[config.mk]
export PLATFORM = sky130hd
export DESIGN_NAME = reset_run_sequencer
export DESIGN_NICKNAME = d
export VERILOG_FILES = /design/src/rtl/reset_run_pkg.sv /design/src/rtl/run_cycle_counter.sv /design/src/rtl/reset_run_sequencer.sv
export SDC_FILE = /design/constraint.sdc
export NUM_CORES = 1
export LEC_CHECK = 0
export BUFFER_PORTS_ARGS = -buffer_cell sky130_fd_sc_hd__buf_2
export CAP_MARGIN = 10
export CELL_PAD_IN_SITES_DETAIL_PLACEMENT = 1
export CELL_PAD_IN_SITES_GLOBAL_PLACEMENT = 2
export CORE_MARGIN = 4
export CORE_UTILIZATION = 37
export DETAILED_ROUTE_END_ITERATION = 12
export PLACE_DENSITY_LB_ADDON = 0.3
export SLEW_MARGIN = 10
export SYNTH_ARGS = -nofsm -noshare
export SYNTH_HDL_FRONTEND = slang
export SYNTH_SLANG_ARGS = --single-unit
[constraint.sdc]
create_clock -name clk -period 4.3 [get_ports clk]
set_input_delay 1.075 -clock clk [delete_from_list [all_inputs] [get_ports clk]]
set_output_delay 1.075 -clock clk [all_outputs]
set_load 0.005 [all_outputs]
[src/rtl/reset_run_pkg.sv]
// rtl/reset_run_pkg.sv - shared state encoding, release schedule and counter limits
package reset_run_pkg;

    typedef enum logic [1:0] {
        ST_HOLD    = 2'd0,
        ST_RELEASE = 2'd1,
        ST_RUN     = 2'd2,
        ST_DONE    = 2'd3
    } seq_state_e;

    localparam int unsigned MAX_CNT_W = 64;
    localparam logic [MAX_CNT_W-1:0] CNT_MAX = '1;

    // Edge number (E1 = first edge out of reset) on which domain k leaves reset.
    function automatic int unsigned release_edge(
        input int unsigned hold_cycles,
        input int unsigned stagger_cycles,
        input int unsigned k
    );
        return hold_cycles + k * stagger_cycles;
    endfunction

endpackage

[src/rtl/run_cycle_counter.sv]
// rtl/run_cycle_counter.sv - saturating run-cycle counter with next-equals-limit compare
module run_cycle_counter
    import reset_run_pkg::*;
#(
    parameter int unsigned CNT_W = 32
) (
    input  logic             clk,
    input  logic             reset,
    input  logic             clr_i,
    input  logic             en_i,
    input  logic [CNT_W-1:0] limit_i,
    output logic [CNT_W-1:0] count_o,
    output logic             next_eq_limit_o
);

    localparam logic [CNT_W-1:0] SAT = CNT_MAX[CNT_W-1:0];
    localparam logic [CNT_W-1:0] ONE = {{(CNT_W-1){1'b0}}, 1'b1};

    logic [CNT_W-1:0] count_q;
    logic [CNT_W-1:0] count_d;
    logic             at_max;

    assign at_max = (count_q == SAT);

    always_comb begin
        count_d = count_q;
        if (clr_i) begin
            count_d = '0;
        end else if (en_i && !at_max) begin
            count_d = count_q + ONE;
        end
    end

    always_ff @(posedge clk or posedge reset) begin
        if (reset) begin
            count_q <= '0;
        end else begin
            count_q <= count_d;
        end
    end

    // A zero limit means unlimited; the at_max guard keeps count+1 from wrapping into a false match.
    assign next_eq_limit_o = (limit_i != '0) && !at_max && ((count_q + ONE) == limit_i);
    assign count_o         = count_q;

endmodule

[src/rtl/reset_run_sequencer.sv]
// rtl/reset_run_sequencer.sv - staggered domain reset release, run-cycle counting and end-of-run control
module reset_run_sequencer
    import reset_run_pkg::*;
#(
    parameter int unsigned NUM_DOMAINS    = 2,
    parameter int unsigned HOLD_CYCLES    = 10,
    parameter int unsigned STAGGER_CYCLES = 2,
    parameter int unsigned CNT_W          = 32
) (
    input  logic                   clk,
    input  logic                   reset,
    input  logic                   soft_reset_i,
    input  logic                   halt_i,
    input  logic [CNT_W-1:0]       run_limit_i,
    output logic [NUM_DOMAINS-1:0] dom_reset_n_o,
    output logic                   running_o,
    output logic                   done_o,
    output logic                   timeout_o,
    output logic [CNT_W-1:0]       cycle_count_o
);

    seq_state_e             state_q, state_d;
    logic [31:0]            seq_cnt_q, seq_cnt_d;
    logic [NUM_DOMAINS-1:0] dom_q, dom_d;
    logic                   timeout_q, timeout_d;
    logic [CNT_W-1:0]       limit_q, limit_d;
    logic                   cnt_clr;
    logic                   cnt_en;
    logic                   limit_hit;

    always_comb begin
        state_d   = state_q;
        seq_cnt_d = seq_cnt_q;
        dom_d     = dom_q;
        timeout_d = timeout_q;
        limit_d   = limit_q;
        cnt_clr   = 1'b0;
        cnt_en    = 1'b0;

        if (soft_reset_i) begin
            state_d   = ST_HOLD;
            seq_cnt_d = '0;
            dom_d     = '0;
            timeout_d = 1'b0;
            limit_d   = '0;
            cnt_clr   = 1'b1;
        end else begin
            case (state_q)
                ST_HOLD, ST_RELEASE: begin
                    // seq_cnt_d is the number of the edge being taken, so compare it to the schedule directly.
                    seq_cnt_d = seq_cnt_q + 32'd1;
                    for (int unsigned k = 0; k < NUM_DOMAINS; k++) begin
                        if (seq_cnt_d >= release_edge(HOLD_CYCLES, STAGGER_CYCLES, k)) begin
                            dom_d[k] = 1'b1;
                        end
                    end
                    if (&dom_d) begin
                        state_d = ST_RUN;
                        limit_d = run_limit_i;
                        cnt_clr = 1'b1;
                    end else if (dom_d[0]) begin
                        state_d = ST_RELEASE;
                    end
                end
                ST_RUN: begin
                    if (halt_i) begin
                        state_d   = ST_DONE;
                        timeout_d = 1'b0;
                    end else begin
                        cnt_en = 1'b1;
                        if (limit_hit) begin
                            state_d   = ST_DONE;
                            timeout_d = 1'b1;
                        end
                    end
                end
                ST_DONE: begin
                    state_d = ST_DONE;
                end
                default: begin
                    state_d = ST_HOLD;
                end
            endcase
        end
    end

    always_ff @(posedge clk or posedge reset) begin
        if (reset) begin
            state_q   <= ST_HOLD;
            seq_cnt_q <= '0;
            dom_q     <= '0;
            timeout_q <= 1'b0;
            limit_q   <= '0;
        end else begin
            state_q   <= state_d;
            seq_cnt_q <= seq_cnt_d;
            dom_q     <= dom_d;
            timeout_q <= timeout_d;
            limit_q   <= limit_d;
        end
    end

    run_cycle_counter #(
        .CNT_W (CNT_W)
    ) u_counter (
        .clk             (clk),
        .reset           (reset),
        .clr_i           (cnt_clr),
        .en_i            (cnt_en),
        .limit_i         (limit_q),
        .count_o         (cycle_count_o),
        .next_eq_limit_o (limit_hit)
    );

    assign dom_reset_n_o = dom_q;
    assign running_o     = (state_q == ST_RUN);
    assign done_o        = (state_q == ST_DONE);
    assign timeout_o     = timeout_q;

endmodule

==> results of run 1 <==
-- through the flow --
step | hold slack [ns] | power (mW)
after floorplan | 0.5121 | 1.039
after global placement | 0.5429 | 1.076
after detailed placement | 0.5448 | 1.081
after CTS | 0.5651 | 1.878
after global routing | 0.5804 | 1.932
final | 0.5637 | 1.847
-- area by class of cell --
type | count | area share (%)
repair buffers | 87 | 6.544
clock buffers | 12 | 3.549
well taps | 225 | 3.895
clock inverters | 4 | 0.3116
flip-flops and latches | 101 | 34.97
inverters | 15 | 0.8137
multi-input cells | 554 | 49.91
-- registers in the layout (all words and copies together) (netlist names) --
name               flops
seq_cnt_q             32
limit_q               32
timeout_o              1
u_counter.count_o     32
dom_reset_n_o          2
state_q                2
-- logic make-up (layout without fill, tap and decap cells) --
logic type,Yosys count,count (layout)
AND/OR/NAND/NOR,333,333
adder cells (fa/ha/maj),3,3
flip-flops,101,101
AO/OA/AOI/OAI,102,102
XOR/XNOR,102,102
buffers and inverters,69,118
multiplexers,14,14
-- power by group --
part	internal [mW]	switching [mW]	total [mW]	leakage (nW)
clock	0.422	0.366	0.787	0.138
sequential	0.955	0.00926	0.964	1.41
combinational	0.0320	0.0629	0.0949	1.48
-- synthesized netlist by cell type, drive strengths merged (2+ instances only) --
| cell | n | share of area (%) |
|---|---|---|
| a311oi | 5 | 0.78 |
| ha | 3 | 0.58 |
| or2 | 2 | 0.19 |
| nand2 | 49 | 2.9 |
| xor2 | 43 | 5.8 |
| a22o | 32 | 4.3 |
| inv | 15 | 0.87 |
| buf | 31 | 2.9 |
| o2111ai | 2 | 0.37 |
| a21oi | 10 | 0.83 |
| a221oi | 2 | 0.27 |
| a2111oi | 2 | 0.37 |
| nor4 | 30 | 3.2 |
| mux2i | 9 | 1.4 |
| a22oi | 4 | 0.47 |
| o21a | 2 | 0.23 |
| nor3b | 2 | 0.23 |
| o32ai | 3 | 0.41 |
| or3 | 5 | 0.48 |
| a31oi | 6 | 0.58 |
| and2 | 2 | 0.19 |
| nor4b | 2 | 0.27 |
| nor2 | 111 | 6.5 |
| nor3 | 22 | 1.7 |
| o311ai | 2 | 0.27 |
| nand2b | 5 | 0.48 |
| xnor2 | 58 | 7.9 |
| nor2b | 6 | 0.58 |
| or4 | 5 | 0.70 |
| nand3 | 35 | 2.8 |
| a211oi | 5 | 0.58 |
| dfrtp | 101 | 39 |
| and3 | 9 | 0.95 |
| clkbuf | 23 | 1.4 |
| and4 | 9 | 1.2 |
| o21ai | 11 | 0.85 |
| mux2 | 5 | 0.87 |
| a21boi | 2 | 0.29 |
| nand4 | 34 | 3.3 |
| o21bai | 2 | 0.23 |
| o31ai | 2 | 0.23 |
| o211ai | 3 | 0.35 |
| nand4b | 3 | 0.41 |
-- worst max-delay path, stage by stage, from the launching register on --
cell                        delay [ns]
sky130_fd_sc_hd__dfrtp_1          0.48
sky130_fd_sc_hd__ha_1             0.36
sky130_fd_sc_hd__nand3_1          0.29
sky130_fd_sc_hd__nor4_1           0.49
sky130_fd_sc_hd__nand2b_1         0.18
sky130_fd_sc_hd__mux2_2           0.31
sky130_fd_sc_hd__o2111ai_2        0.32
sky130_fd_sc_hd__nor4_4           0.10
sky130_fd_sc_hd__a21boi_2         0.68
sky130_fd_sc_hd__buf_4            0.37
sky130_fd_sc_hd__a22o_1           0.17
-- worst min path at each step --
stage,cells past startpoint,to
after floorplan,1,limit_q[12]
after global placement,1,limit_q[9]
after detailed placement,1,limit_q[25]
after CTS,1,limit_q[25]
after global routing,2,dom_reset_n_o[0]
final,1,limit_q[25]
-- routing by layer --
metal,GRT usage [%],wire length (um),up-vias
li1,-,-,2684
met1,24.42,8043,2899
met2,37.33,10300,91
met3,4.029,683,17
met4,4.386,226,0
met5,0,0,-
==> run_summary.xml, run 1 <==
<?xml version="1.0" encoding="UTF-8"?>
<metrics>
  <group name="logic_synthesis">
    <metric name="sequential_area_share_after_synthesis" unit="%">39.18</metric>
    <metric name="ys.flop_type" unit="">sky130_fd_sc_hd__dfrtp_1</metric>
    <metric name="synth.area.mux_share" unit="%">2.269</metric>
    <metric name="number_of_synthesis_warnings" unit="">0</metric>
    <metric name="syn-num-nets" unit="">763</metric>
    <metric name="synth-compound-area-share" unit="%">12.47</metric>
    <metric name="synth_simple_gate_area_share" unit="%">26.34</metric>
    <metric name="yosys.area_share.xor_xnor" unit="%">14.06</metric>
    <metric name="netlist_instances" unit="">724</metric>
    <metric name="post_synth_fa_ha_maj_area_fraction" unit="%">0.5818</metric>
    <metric name="synth_cell_types" unit="">69</metric>
    <metric name="netlist_area" unit="um^2">6451</metric>
    <metric name="ys_ff_latch" unit="">101</metric>
    <metric name="combinational_family_with_the_most_area_after_synthesis" unit="">simple AND/OR/NAND/NOR gates</metric>
    <metric name="postSynth.asyncResetShare" unit="%">100.0</metric>
    <metric name="number_of_synthesized_flops_with_an_enable_pin" unit="">0</metric>
    <metric name="post_synth.cell_area_avg" unit="um^2">8.910</metric>
  </group>
  <group name="sta">
    <metric name="setup_viol" unit="">0</metric>
    <metric name="rsz0062_at_grt" unit="">false</metric>
    <metric name="clock_skew" unit="ns">0.007618</metric>
    <metric name="max_freq" unit="GHz">0.2608</metric>
    <metric name="timing.setup.tns" unit="ns">0</metric>
    <metric name="rel_slew_slack" unit="%">37.86</metric>
    <metric name="final_period_minus_worst_setup_slack" unit="ns">3.834</metric>
    <metric name="timing_hold_violations_final" unit="">0</metric>
    <metric name="tightestPinTransition" unit="ns">0.9243</metric>
    <metric name="fin_crit_sh" unit="%">89.17</metric>
    <metric name="slew_violations" unit="">0</metric>
    <metric name="finalWorstSetupSlack" unit="ns">0.4657</metric>
  </group>
  <group name="final_layout">
    <metric name="post_layout_nonfiller_instances" unit="">998</metric>
    <metric name="mostFrequentLayoutCell" unit="">sky130_fd_sc_hd__nor2_1</metric>
    <metric name="final_layout_size_suffix_gt1_share" unit="%">16.04</metric>
    <metric name="layout.cells.most_common_list" unit="">sky130_fd_sc_hd__nor2_1, sky130_fd_sc_hd__dfrtp_1, sky130_fd_sc_hd__buf_2</metric>
    <metric name="number_of_inserted_diodes" unit="">0</metric>
    <metric name="final.fill_count" unit="">2061</metric>
    <metric name="layout.cell_area.non_filler" unit="um^2">7227</metric>
    <metric name="register_area" unit="um^2">2527</metric>
    <metric name="layout-area-overhead-vs-synth" unit="%">12.02</metric>
    <metric name="nNetsFinal" unit="">807</metric>
    <metric name="postLayoutCoreUtil" unit="%">42.07</metric>
    <metric name="multi_input_area" unit="um^2">3607</metric>
  </group>
  <group name="route">
    <metric name="antenna_violating_nets_post_route" unit="">0</metric>
    <metric name="route.vias.total" unit="">5691</metric>
    <metric name="dr.first_iter.drc_count" unit="">238</metric>
    <metric name="drc" unit="">0</metric>
    <metric name="wire_length_per_cell_after_detailed_routing" unit="um">19.29</metric>
    <metric name="drt_wl_total" unit="um">19250</metric>
    <metric name="drt-vias-per-instance" unit="">5.702</metric>
    <metric name="detail_route.first_pass.iterations" unit="">4</metric>
  </group>
  <group name="critical_path">
    <metric name="critPathCapture" unit="">limit_q[20]</metric>
    <metric name="crit-reg2reg-launch" unit="">seq_cnt_q[0]</metric>
    <metric name="setup.reg_to_reg.worst_slack" unit="ns">0.47</metric>
    <metric name="cp_max_fo" unit="">17</metric>
    <metric name="worstPathRequired" unit="ns">4.59</metric>
    <metric name="critPathArrivalTime" unit="ns">4.13</metric>
    <metric name="crit_start" unit="">seq_cnt_q[0]</metric>
    <metric name="reg2regPathDepth" unit="">10</metric>
    <metric name="crit_path_start_kind" unit="">flip-flop</metric>
    <metric name="setup.worst_path.end_class" unit="">flip-flop</metric>
    <metric name="regToRegEndpoint" unit="">limit_q[20]</metric>
    <metric name="path_class" unit="">reg2reg</metric>
  </group>
  <group name="placed_design">
    <metric name="placement.setup.worst_slack" unit="ns">0.4609</metric>
    <metric name="io_buffer_count" unit="">72</metric>
    <metric name="post_dp_cell_area" unit="um^2">6948</metric>
    <metric name="detailedPlacementHpwl" unit="um">14350</metric>
    <metric name="placed_cells" unit="">982</metric>
    <metric name="gp_routability_congestion" unit="">0.8592</metric>
  </group>
  <group name="floorplan">
    <metric name="core" unit="um^2">17180</metric>
    <metric name="initial_utilization" unit="%">37.56</metric>
    <metric name="die-width" unit="um">140.0</metric>
    <metric name="top_level_ports" unit="">73</metric>
    <metric name="floorplan.die_area" unit="um^2">19610</metric>
    <metric name="rows" unit="">48</metric>
    <metric name="die_h" unit="um">140.0</metric>
  </group>
  <group name="cts">
    <metric name="postCtsSetupRepairBufs" unit="">0</metric>
    <metric name="clock_sink_count" unit="">101</metric>
    <metric name="cts_made_buffers" unit="">9</metric>
    <metric name="insertion_delay" unit="ns">0.36</metric>
    <metric name="cts.clk_slew.worst_paths" unit="ns">0.07</metric>
    <metric name="cts-root-to-sink-buffers" unit="">2</metric>
    <metric name="tritoncts_clock_tree" unit="">done</metric>
    <metric name="cts-htree-levels" unit="">3</metric>
    <metric name="postCtsResizedCells" unit="">0</metric>
    <metric name="cts_hold_repair.buffers" unit="">0</metric>
    <metric name="clockRootBuffer" unit="">sky130_fd_sc_hd__clkbuf_16</metric>
  </group>
  <group name="grt">
    <metric name="grt_pass1_vias" unit="">6103</metric>
    <metric name="gr_ovfl_total" unit="">0</metric>
    <metric name="number_of_antenna_violations_at_the_first_check_in_global_routing" unit="">0</metric>
    <metric name="largest_net_degree_at_the_start_of_global_routing" unit="">70</metric>
    <metric name="grt_pass1_wl" unit="um">32460</metric>
    <metric name="global_route.usage.total" unit="%">20.26</metric>
  </group>
  <group name="hold_path">
    <metric name="hold_path.class" unit="">reg2reg</metric>
    <metric name="hp-start" unit="">limit_q[25]</metric>
  </group>
  <group name="power_and_ir_drop">
    <metric name="p_leak" unit="nW">3.031</metric>
    <metric name="ir_worst_vdd" unit="mV">0.1840</metric>
    <metric name="powerDensity" unit="nW/um^2">255.5</metric>
  </group>
  <group name="run">
    <metric name="cap_violations" unit="">0</metric>
  </group>
  <group name="run_status">
    <metric name="outcome" unit="">complete, no violations</metric>
  </group>
</metrics>
(Power assumes the default switching activity.)
==> run 2: changes to the inputs <==
==> constraint.sdc (replaced) <==
create_clock -name clk -period 4.3 [get_ports clk]
set_input_delay 0.43 -clock clk [delete_from_list [all_inputs] [get_ports clk]]
set_output_delay 0.43 -clock clk [all_outputs]
set_load 0.005 [all_outputs]
==> run 2 against run 1 <==
Sequential share of layout area fell by 0.15 points. Clock power is 15% higher. Clock skew rose by 0.0027 ns. Non-clock buffer count shrank 2. Critical path depth unchanged. Sequential power is essentially flat. Hold slack worse by 0.30 ns. Setup slack got worse by 0.13 ns. Design area grew 0.43%. Core utilization up 0.18 points.
==> run_summary.xml, run 2 (same netlist as run 1, synthesis figures left out) <==
<?xml version="1.0" encoding="UTF-8"?>
<metrics>
  <group name="run_status">
    <metric name="outcome" unit="">complete, no violations</metric>
  </group>
  <group name="sta">
    <metric name="slew_violations" unit="">0</metric>
    <metric name="setup_viol" unit="">0</metric>
    <metric name="timing_hold_violations_final" unit="">0</metric>
    <metric name="rsz0062_at_grt" unit="">false</metric>
    <metric name="timing.setup.tns" unit="ns">0</metric>
    <metric name="final_period_minus_worst_setup_slack" unit="ns">3.964</metric>
    <metric name="finalWorstSetupSlack" unit="ns">0.3355</metric>
    <metric name="fin_crit_sh" unit="%">92.20</metric>
    <metric name="rel_slew_slack" unit="%">33.98</metric>
    <metric name="tightestPinTransition" unit="ns">0.9821</metric>
    <metric name="max_freq" unit="GHz">0.2522</metric>
    <metric name="clock_skew" unit="ns">0.01033</metric>
  </group>
  <group name="final_layout">
    <metric name="nNetsFinal" unit="">805</metric>
    <metric name="number_of_inserted_diodes" unit="">0</metric>
    <metric name="register_area" unit="um^2">2527</metric>
    <metric name="post_layout_nonfiller_instances" unit="">995</metric>
    <metric name="mostFrequentLayoutCell" unit="">sky130_fd_sc_hd__nor2_1</metric>
    <metric name="multi_input_area" unit="um^2">3607</metric>
    <metric name="final_layout_size_suffix_gt1_share" unit="%">15.71</metric>
    <metric name="postLayoutCoreUtil" unit="%">42.26</metric>
    <metric name="final.fill_count" unit="">2047</metric>
    <metric name="layout-area-overhead-vs-synth" unit="%">12.51</metric>
    <metric name="layout.cells.most_common_list" unit="">sky130_fd_sc_hd__nor2_1, sky130_fd_sc_hd__dfrtp_1, sky130_fd_sc_hd__buf_2</metric>
  </group>
  <group name="cts">
    <metric name="cts-root-to-sink-buffers" unit="">2</metric>
    <metric name="clockRootBuffer" unit="">sky130_fd_sc_hd__clkbuf_16</metric>
    <metric name="postCtsSetupRepairBufs" unit="">0</metric>
    <metric name="tritoncts_clock_tree" unit="">done</metric>
    <metric name="clock_sink_count" unit="">101</metric>
    <metric name="cts.clk_slew.worst_paths" unit="ns">0.07</metric>
    <metric name="cts-htree-levels" unit="">3</metric>
    <metric name="cts_made_buffers" unit="">9</metric>
    <metric name="insertion_delay" unit="ns">0.36</metric>
    <metric name="cts_hold_repair.buffers" unit="">0</metric>
    <metric name="postCtsResizedCells" unit="">0</metric>
  </group>
  <group name="grt">
    <metric name="gr_ovfl_total" unit="">0</metric>
    <metric name="largest_net_degree_at_the_start_of_global_routing" unit="">77</metric>
    <metric name="global_route.usage.total" unit="%">19.91</metric>
    <metric name="grt_pass1_vias" unit="">5988</metric>
    <metric name="grt_pass1_wl" unit="um">31870</metric>
    <metric name="number_of_antenna_violations_at_the_first_check_in_global_routing" unit="">0</metric>
  </group>
  <group name="critical_path">
    <metric name="crit_path_start_kind" unit="">flip-flop</metric>
    <metric name="cp_cell_sequence" unit="">ha_1 &gt; nand3_1 &gt; nor4_1 &gt; nand2b_1 &gt; mux2_2 &gt; o2111ai_2 &gt; nor4_4 &gt; a21boi_2 &gt; buf_4 &gt; a22o_1</metric>
    <metric name="setup.reg_to_reg.worst_slack" unit="ns">0.34</metric>
    <metric name="setup.worst_path.end_class" unit="">flip-flop</metric>
    <metric name="reg2regPathDepth" unit="">10</metric>
    <metric name="cp_max_fo" unit="">17</metric>
    <metric name="timing.critical_path.max_delay_family" unit="">compound AO/OA/AOI/OAI gates</metric>
    <metric name="worstSetupPathDepth" unit="">10</metric>
    <metric name="worst-path-buf-inv" unit="">1</metric>
    <metric name="worstPathRequired" unit="ns">4.59</metric>
    <metric name="crit_slowest_cell" unit="">sky130_fd_sc_hd__a21boi_2</metric>
    <metric name="worst_path_largest_cell_delay" unit="ns">0.69</metric>
    <metric name="critPathArrivalTime" unit="ns">4.26</metric>
    <metric name="path_class" unit="">reg2reg</metric>
  </group>
  <group name="placed_design">
    <metric name="gp_routability_congestion" unit="">0.8740</metric>
    <metric name="detailedPlacementHpwl" unit="um">14290</metric>
    <metric name="io_buffer_count" unit="">72</metric>
    <metric name="placement.setup.worst_slack" unit="ns">0.3842</metric>
    <metric name="placed_cells" unit="">980</metric>
  </group>
  <group name="floorplan">
    <metric name="die_h" unit="um">140.0</metric>
    <metric name="top_level_ports" unit="">73</metric>
    <metric name="floorplan.die_area" unit="um^2">19610</metric>
    <metric name="die-width" unit="um">140.0</metric>
    <metric name="core" unit="um^2">17180</metric>
    <metric name="initial_utilization" unit="%">37.56</metric>
    <metric name="rows" unit="">48</metric>
  </group>
  <group name="route">
    <metric name="dr_wl_met2" unit="um">9919</metric>
    <metric name="drt-vias-per-instance" unit="">5.661</metric>
    <metric name="dr.first_iter.drc_count" unit="">221</metric>
    <metric name="drc" unit="">0</metric>
    <metric name="detail_route.first_pass.iterations" unit="">4</metric>
    <metric name="route.vias.total" unit="">5633</metric>
    <metric name="route.layer.met1.wl" unit="um">8367</metric>
    <metric name="antenna_violating_nets_post_route" unit="">0</metric>
    <metric name="met3_wirelength" unit="um">585</metric>
    <metric name="routed.top_layer" unit="">met4</metric>
    <metric name="wire_length_per_cell_after_detailed_routing" unit="um">19.32</metric>
    <metric name="drt_wl_total" unit="um">19230</metric>
  </group>
  <group name="power_and_ir_drop">
    <metric name="internal-power" unit="mW">1.526</metric>
    <metric name="clockPowerShare" unit="%">46.1</metric>
    <metric name="p_leak" unit="nW">3.041</metric>
    <metric name="sw_frac_of_total" unit="%">22.26</metric>
    <metric name="switchingPower" unit="uW">437.0</metric>
    <metric name="share_seq_of_total_power" unit="%">49.1</metric>
    <metric name="ir_worst_vdd" unit="mV">0.1907</metric>
    <metric name="powerDensity" unit="nW/um^2">270.5</metric>
    <metric name="comb_power_share" unit="%">4.8</metric>
  </group>
  <group name="hold_path">
    <metric name="hold_path.class" unit="">in2reg</metric>
    <metric name="min_path_cells" unit="">2</metric>
  </group>
  <group name="run">
    <metric name="cap_violations" unit="">0</metric>
  </group>
</metrics>
==> run 2: cell types whose count changed in the layout (fill, tap and decap cells not counted) <==
cell                         previous run  this run
sky130_fd_sc_hd__buf_4                 15        13
sky130_fd_sc_hd__bufinv_16              0         2
sky130_fd_sc_hd__clkinv_4               0         1
sky130_fd_sc_hd__clkinv_2               3         0
sky130_fd_sc_hd__clkinvlp_4             1         0
==> run 2: layer usage <==
metal | vias to the layer above | global-route usage, %
li1 | 2675 | -
met1 | 2851 | 24.39
met2 | 84 | 35.65
met3 | 23 | 3.278
met4 | 0 | 6.476
met5 | - | 0
==> run 2: power groups by stage <==
stage	Clock, mW	Combinational, mW	Sequential, mW
2_1_floorplan	0	0.0603	0.979
3_3_place_gp	0	0.0934	0.982
3_5_place_dp	0	0.0966	0.983
4_1_cts	0.933	0.0971	0.964
5_1_grt	0.973	0.107	0.965
6_report	0.905	0.0941	0.965
==> run 2: final timing paths <==
kind,end,start
setup / recovery,limit_q[18],seq_cnt_q[1]
hold / removal,timeout_o,halt_i
setup reg to reg,limit_q[18],seq_cnt_q[1]
hold reg to reg,limit_q[9],limit_q[9]
max in group asynchronous,u_counter.count_o[3],reset
min in group asynchronous,u_counter.count_o[23],reset
==> run 2: area by class of cell <==
| cell class | count | area share, % |
|---|---|---|
| Timing Repair Buffer | 85 | 6.309 |
| Clock inverter | 3 | 0.9481 |
| Tap cell | 225 | 3.879 |
| Clock buffer | 12 | 3.534 |
| Multi-Input combinational cell | 554 | 49.70 |
| Sequential cell | 101 | 34.82 |
| Inverter | 15 | 0.8102 |
==> run 2: stage by stage <==
step                area [um^2]  total power, mW  hold slack, ns
floorplan                  6451            1.039          0.5121
global placement           6933            1.075          0.5430
detailed placement         6933            1.079          0.5516
CTS                        7258            1.994          0.2530
global route               7258            2.045          0.2621
finish                     7258            1.963          0.2664
==> run 2: worst register-to-register path, cell delays in order, from the launching register on <==
cell                        delay, ns
sky130_fd_sc_hd__dfrtp_1         0.48
sky130_fd_sc_hd__ha_1            0.36
sky130_fd_sc_hd__nand3_1         0.31
sky130_fd_sc_hd__nor4_1          0.58
sky130_fd_sc_hd__nand2b_1        0.19
sky130_fd_sc_hd__mux2_2          0.32
sky130_fd_sc_hd__o2111ai_2       0.33
sky130_fd_sc_hd__nor4_4          0.10
sky130_fd_sc_hd__a21boi_2        0.69
sky130_fd_sc_hd__buf_4           0.36
sky130_fd_sc_hd__a22o_1          0.18
==> run 3: changes to the inputs <==
--- a/config.mk
+++ b/config.mk
@@ -11,6 +11,7 @@
 export CELL_PAD_IN_SITES_GLOBAL_PLACEMENT = 2
 export CORE_MARGIN = 4
 export CORE_UTILIZATION = 37
+export CTS_CLUSTER_SIZE = 20
 export DETAILED_ROUTE_END_ITERATION = 12
 export PLACE_DENSITY_LB_ADDON = 0.3
 export SLEW_MARGIN = 10
==> constraint.sdc (replaced) <==
create_clock -name clk -period 4.3 [get_ports clk]
set_input_delay 0.86 -clock clk [delete_from_list [all_inputs] [get_ports clk]]
set_output_delay 0.86 -clock clk [all_outputs]
set_load 0.005 [all_outputs]
==> run 3 against run 2 <==
Combinational power is 2% higher. Design area is 0.29% lower. Sequential share of layout area is 0.10 points higher. Die area unchanged. Core utilization down 0.12 points. Register-to-register slack got worse by 0.02 ns. Clock-buffer cell count stayed put. First-iteration DRC count is 25% higher. Non-clock buffer count grew 1. Sequential power about the same. Hold slack better by 0.25 ns. Clock skew increased by 0.0013 ns. Largest cell class unchanged. Largest power group unchanged.
==> run_summary.xml, run 3 (same netlist as run 1, synthesis figures left out) <==
<?xml version="1.0" encoding="UTF-8"?>
<metrics>
  <group name="route">
    <metric name="dr.first_iter.drc_count" unit="">276</metric>
    <metric name="route.layer.met1.wl" unit="um">8524</metric>
    <metric name="wire_length_per_cell_after_detailed_routing" unit="um">19.79</metric>
    <metric name="drt_wl_total" unit="um">19730</metric>
    <metric name="drc" unit="">0</metric>
    <metric name="antenna_violating_nets_post_route" unit="">0</metric>
    <metric name="met3_wirelength" unit="um">750</metric>
    <metric name="route.vias.total" unit="">5673</metric>
    <metric name="routed.top_layer" unit="">met4</metric>
    <metric name="dr_wl_met2" unit="um">10080</metric>
    <metric name="drt-vias-per-instance" unit="">5.690</metric>
    <metric name="detail_route.first_pass.iterations" unit="">4</metric>
  </group>
  <group name="critical_path">
    <metric name="path_class" unit="">reg2reg</metric>
    <metric name="regToRegEndpoint" unit="">limit_q[15]</metric>
    <metric name="setup.worst_path.end_class" unit="">flip-flop</metric>
    <metric name="crit_start" unit="">seq_cnt_q[0]</metric>
    <metric name="cp_max_fo" unit="">17</metric>
    <metric name="crit_slowest_cell" unit="">sky130_fd_sc_hd__a2111oi_0</metric>
    <metric name="worstPathRequired" unit="ns">4.55</metric>
    <metric name="worst_path_largest_cell_delay" unit="ns">0.57</metric>
    <metric name="critPathArrivalTime" unit="ns">4.23</metric>
    <metric name="critPathCapture" unit="">limit_q[15]</metric>
    <metric name="crit_path_start_kind" unit="">flip-flop</metric>
    <metric name="cp_cell_sequence" unit="">ha_1 &gt; nand3_1 &gt; o21a_1 &gt; a2111oi_0 &gt; o2111ai_1 &gt; or4_4 &gt; nor4_4 &gt; a21boi_2 &gt; buf_4 &gt; a22o_1</metric>
    <metric name="setup.reg_to_reg.worst_slack" unit="ns">0.32</metric>
    <metric name="crit-reg2reg-launch" unit="">seq_cnt_q[0]</metric>
    <metric name="reg2regPathDepth" unit="">10</metric>
  </group>
  <group name="power_and_ir_drop">
    <metric name="share_seq_of_total_power" unit="%">51.1</metric>
    <metric name="p_leak" unit="nW">3.033</metric>
    <metric name="power" unit="mW">1.886</metric>
    <metric name="comb_power_share" unit="%">5.1</metric>
    <metric name="internal-power" unit="mW">1.429</metric>
    <metric name="powerDensity" unit="nW/um^2">260.7</metric>
    <metric name="switchingPower" unit="uW">457.5</metric>
    <metric name="ir_worst_vdd" unit="mV">0.1922</metric>
    <metric name="sw_frac_of_total" unit="%">24.25</metric>
    <metric name="clockPowerShare" unit="%">43.8</metric>
  </group>
  <group name="grt">
    <metric name="global_route.usage.total" unit="%">20.37</metric>
    <metric name="grt_pass1_vias" unit="">5925</metric>
    <metric name="largest_net_degree_at_the_start_of_global_routing" unit="">41</metric>
    <metric name="number_of_antenna_violations_at_the_first_check_in_global_routing" unit="">0</metric>
    <metric name="gr_ovfl_total" unit="">0</metric>
    <metric name="grt_pass1_wl" unit="um">32300</metric>
  </group>
  <group name="final_layout">
    <metric name="mostFrequentLayoutCell" unit="">sky130_fd_sc_hd__nor2_1</metric>
    <metric name="layout-area-overhead-vs-synth" unit="%">12.18</metric>
    <metric name="final_layout_size_suffix_gt1_share" unit="%">16.06</metric>
    <metric name="nNetsFinal" unit="">806</metric>
    <metric name="number_of_inserted_diodes" unit="">0</metric>
    <metric name="layout.cells.most_common_list" unit="">sky130_fd_sc_hd__nor2_1, sky130_fd_sc_hd__dfrtp_1, sky130_fd_sc_hd__buf_2</metric>
    <metric name="register_area" unit="um^2">2527</metric>
    <metric name="postLayoutCoreUtil" unit="%">42.13</metric>
    <metric name="layout.cell_area.non_filler" unit="um^2">7237</metric>
    <metric name="multi_input_area" unit="um^2">3607</metric>
    <metric name="final.fill_count" unit="">2070</metric>
  </group>
  <group name="placed_design">
    <metric name="post_dp_cell_area" unit="um^2">6940</metric>
    <metric name="io_buffer_count" unit="">72</metric>
    <metric name="detailedPlacementHpwl" unit="um">14530</metric>
    <metric name="placement.setup.worst_slack" unit="ns">0.4364</metric>
    <metric name="gp_routability_congestion" unit="">0.8591</metric>
  </group>
  <group name="cts">
    <metric name="cts-htree-levels" unit="">3</metric>
    <metric name="clock_sink_count" unit="">101</metric>
    <metric name="cts-root-to-sink-buffers" unit="">2</metric>
    <metric name="cts.clk_slew.worst_paths" unit="ns">0.07</metric>
    <metric name="cts_made_buffers" unit="">9</metric>
    <metric name="clockRootBuffer" unit="">sky130_fd_sc_hd__clkbuf_16</metric>
    <metric name="postCtsResizedCells" unit="">0</metric>
    <metric name="postCtsSetupRepairBufs" unit="">0</metric>
    <metric name="cts_hold_repair.buffers" unit="">0</metric>
    <metric name="insertion_delay" unit="ns">0.36</metric>
    <metric name="tritoncts_clock_tree" unit="">done</metric>
  </group>
  <group name="run_status">
    <metric name="outcome" unit="">complete, no violations</metric>
  </group>
  <group name="sta">
    <metric name="rsz0062_at_grt" unit="">false</metric>
    <metric name="setup_viol" unit="">0</metric>
    <metric name="timing.setup.tns" unit="ns">0</metric>
    <metric name="clock_skew" unit="ns">0.01160</metric>
    <metric name="max_freq" unit="GHz">0.2513</metric>
    <metric name="tightestPinTransition" unit="ns">0.9776</metric>
    <metric name="finalWorstSetupSlack" unit="ns">0.3201</metric>
    <metric name="final_period_minus_worst_setup_slack" unit="ns">3.980</metric>
    <metric name="timing_hold_violations_final" unit="">0</metric>
    <metric name="slew_violations" unit="">0</metric>
    <metric name="fin_crit_sh" unit="%">92.56</metric>
    <metric name="rel_slew_slack" unit="%">34.28</metric>
  </group>
  <group name="hold_path">
    <metric name="hold_path.class" unit="">in2async</metric>
  </group>
  <group name="floorplan">
    <metric name="initial_utilization" unit="%">37.56</metric>
    <metric name="core" unit="um^2">17180</metric>
    <metric name="die_h" unit="um">140.0</metric>
    <metric name="rows" unit="">48</metric>
    <metric name="top_level_ports" unit="">73</metric>
    <metric name="floorplan.die_area" unit="um^2">19610</metric>
    <metric name="die-width" unit="um">140.0</metric>
  </group>
  <group name="run">
    <metric name="cap_violations" unit="">0</metric>
  </group>
</metrics>
## run 3: cell types whose count changed in the layout (fill, tap and decap cells not counted), sizes merged
| cell | delta |
|---|---|
| buf | +1 |
| inv | +1 |
| clkinvlp | +1 |
| bufinv | -2 |
| clkinv | +1 |
## run 3: cell type report
type / instances / area share, %
Multi-Input combinational cell: 554 / 49.84
Timing Repair Buffer: 86 / 6.432
Inverter: 15 / 0.8126
Sequential cell: 101 / 34.92
Clock buffer: 12 / 3.683
Tap cell: 225 / 3.890
Clock inverter: 4 / 0.4149
## run 3: power groups by stage
stage                     sequential (mW)  clock, mW  combinational [mW]
final                               0.964      0.827              0.0958
after global routing                0.965      0.903               0.108
after CTS                           0.964      0.853              0.0988
after detailed placement            0.983          0              0.0982
after global placement              0.982          0              0.0949
after floorplan                     0.979          0              0.0603
## run 3: through the flow
| step | hold slack [ns] | cells |
|---|---|---|
| 3_5_place_dp | 0.5420 | 981 |
| 6_report | 0.5142 | 997 |
| 2_1_floorplan | 0.5121 | 724 |
| 5_1_grt | 0.5457 | 997 |
| 4_1_cts | 0.5261 | 997 |
| 3_3_place_gp | 0.5433 | 981 |
## run 3: worst min path at each step
stage / depth (start not counted) / slack [ns] / from / to
global route: 2 / 0.55 / reset / limit_q[23]
CTS: 2 / 0.53 / reset / limit_q[19]
floorplan: 1 / 0.51 / limit_q[12] / limit_q[12]
detailed placement: 1 / 0.54 / limit_q[25] / limit_q[25]
finish: 2 / 0.51 / reset / limit_q[19]
global placement: 1 / 0.54 / limit_q[9] / limit_q[9]
## run 3: layer usage
layer / vias to the layer above / GRT usage (%)
li1: 2679 / -
met1: 2867 / 25.73
met2: 100 / 35.38
met3: 27 / 4.063
met4: 0 / 5.966
met5: - / 0
## run 3: worst max-delay path, delay by kind of cell (launching register included)
kind	cells	cell delay [ns]
compound gates	5	1.55
fa+ha+maj	1	0.36
simple gates	3	1.18
flops	1	0.48
buf+inv	1	0.29
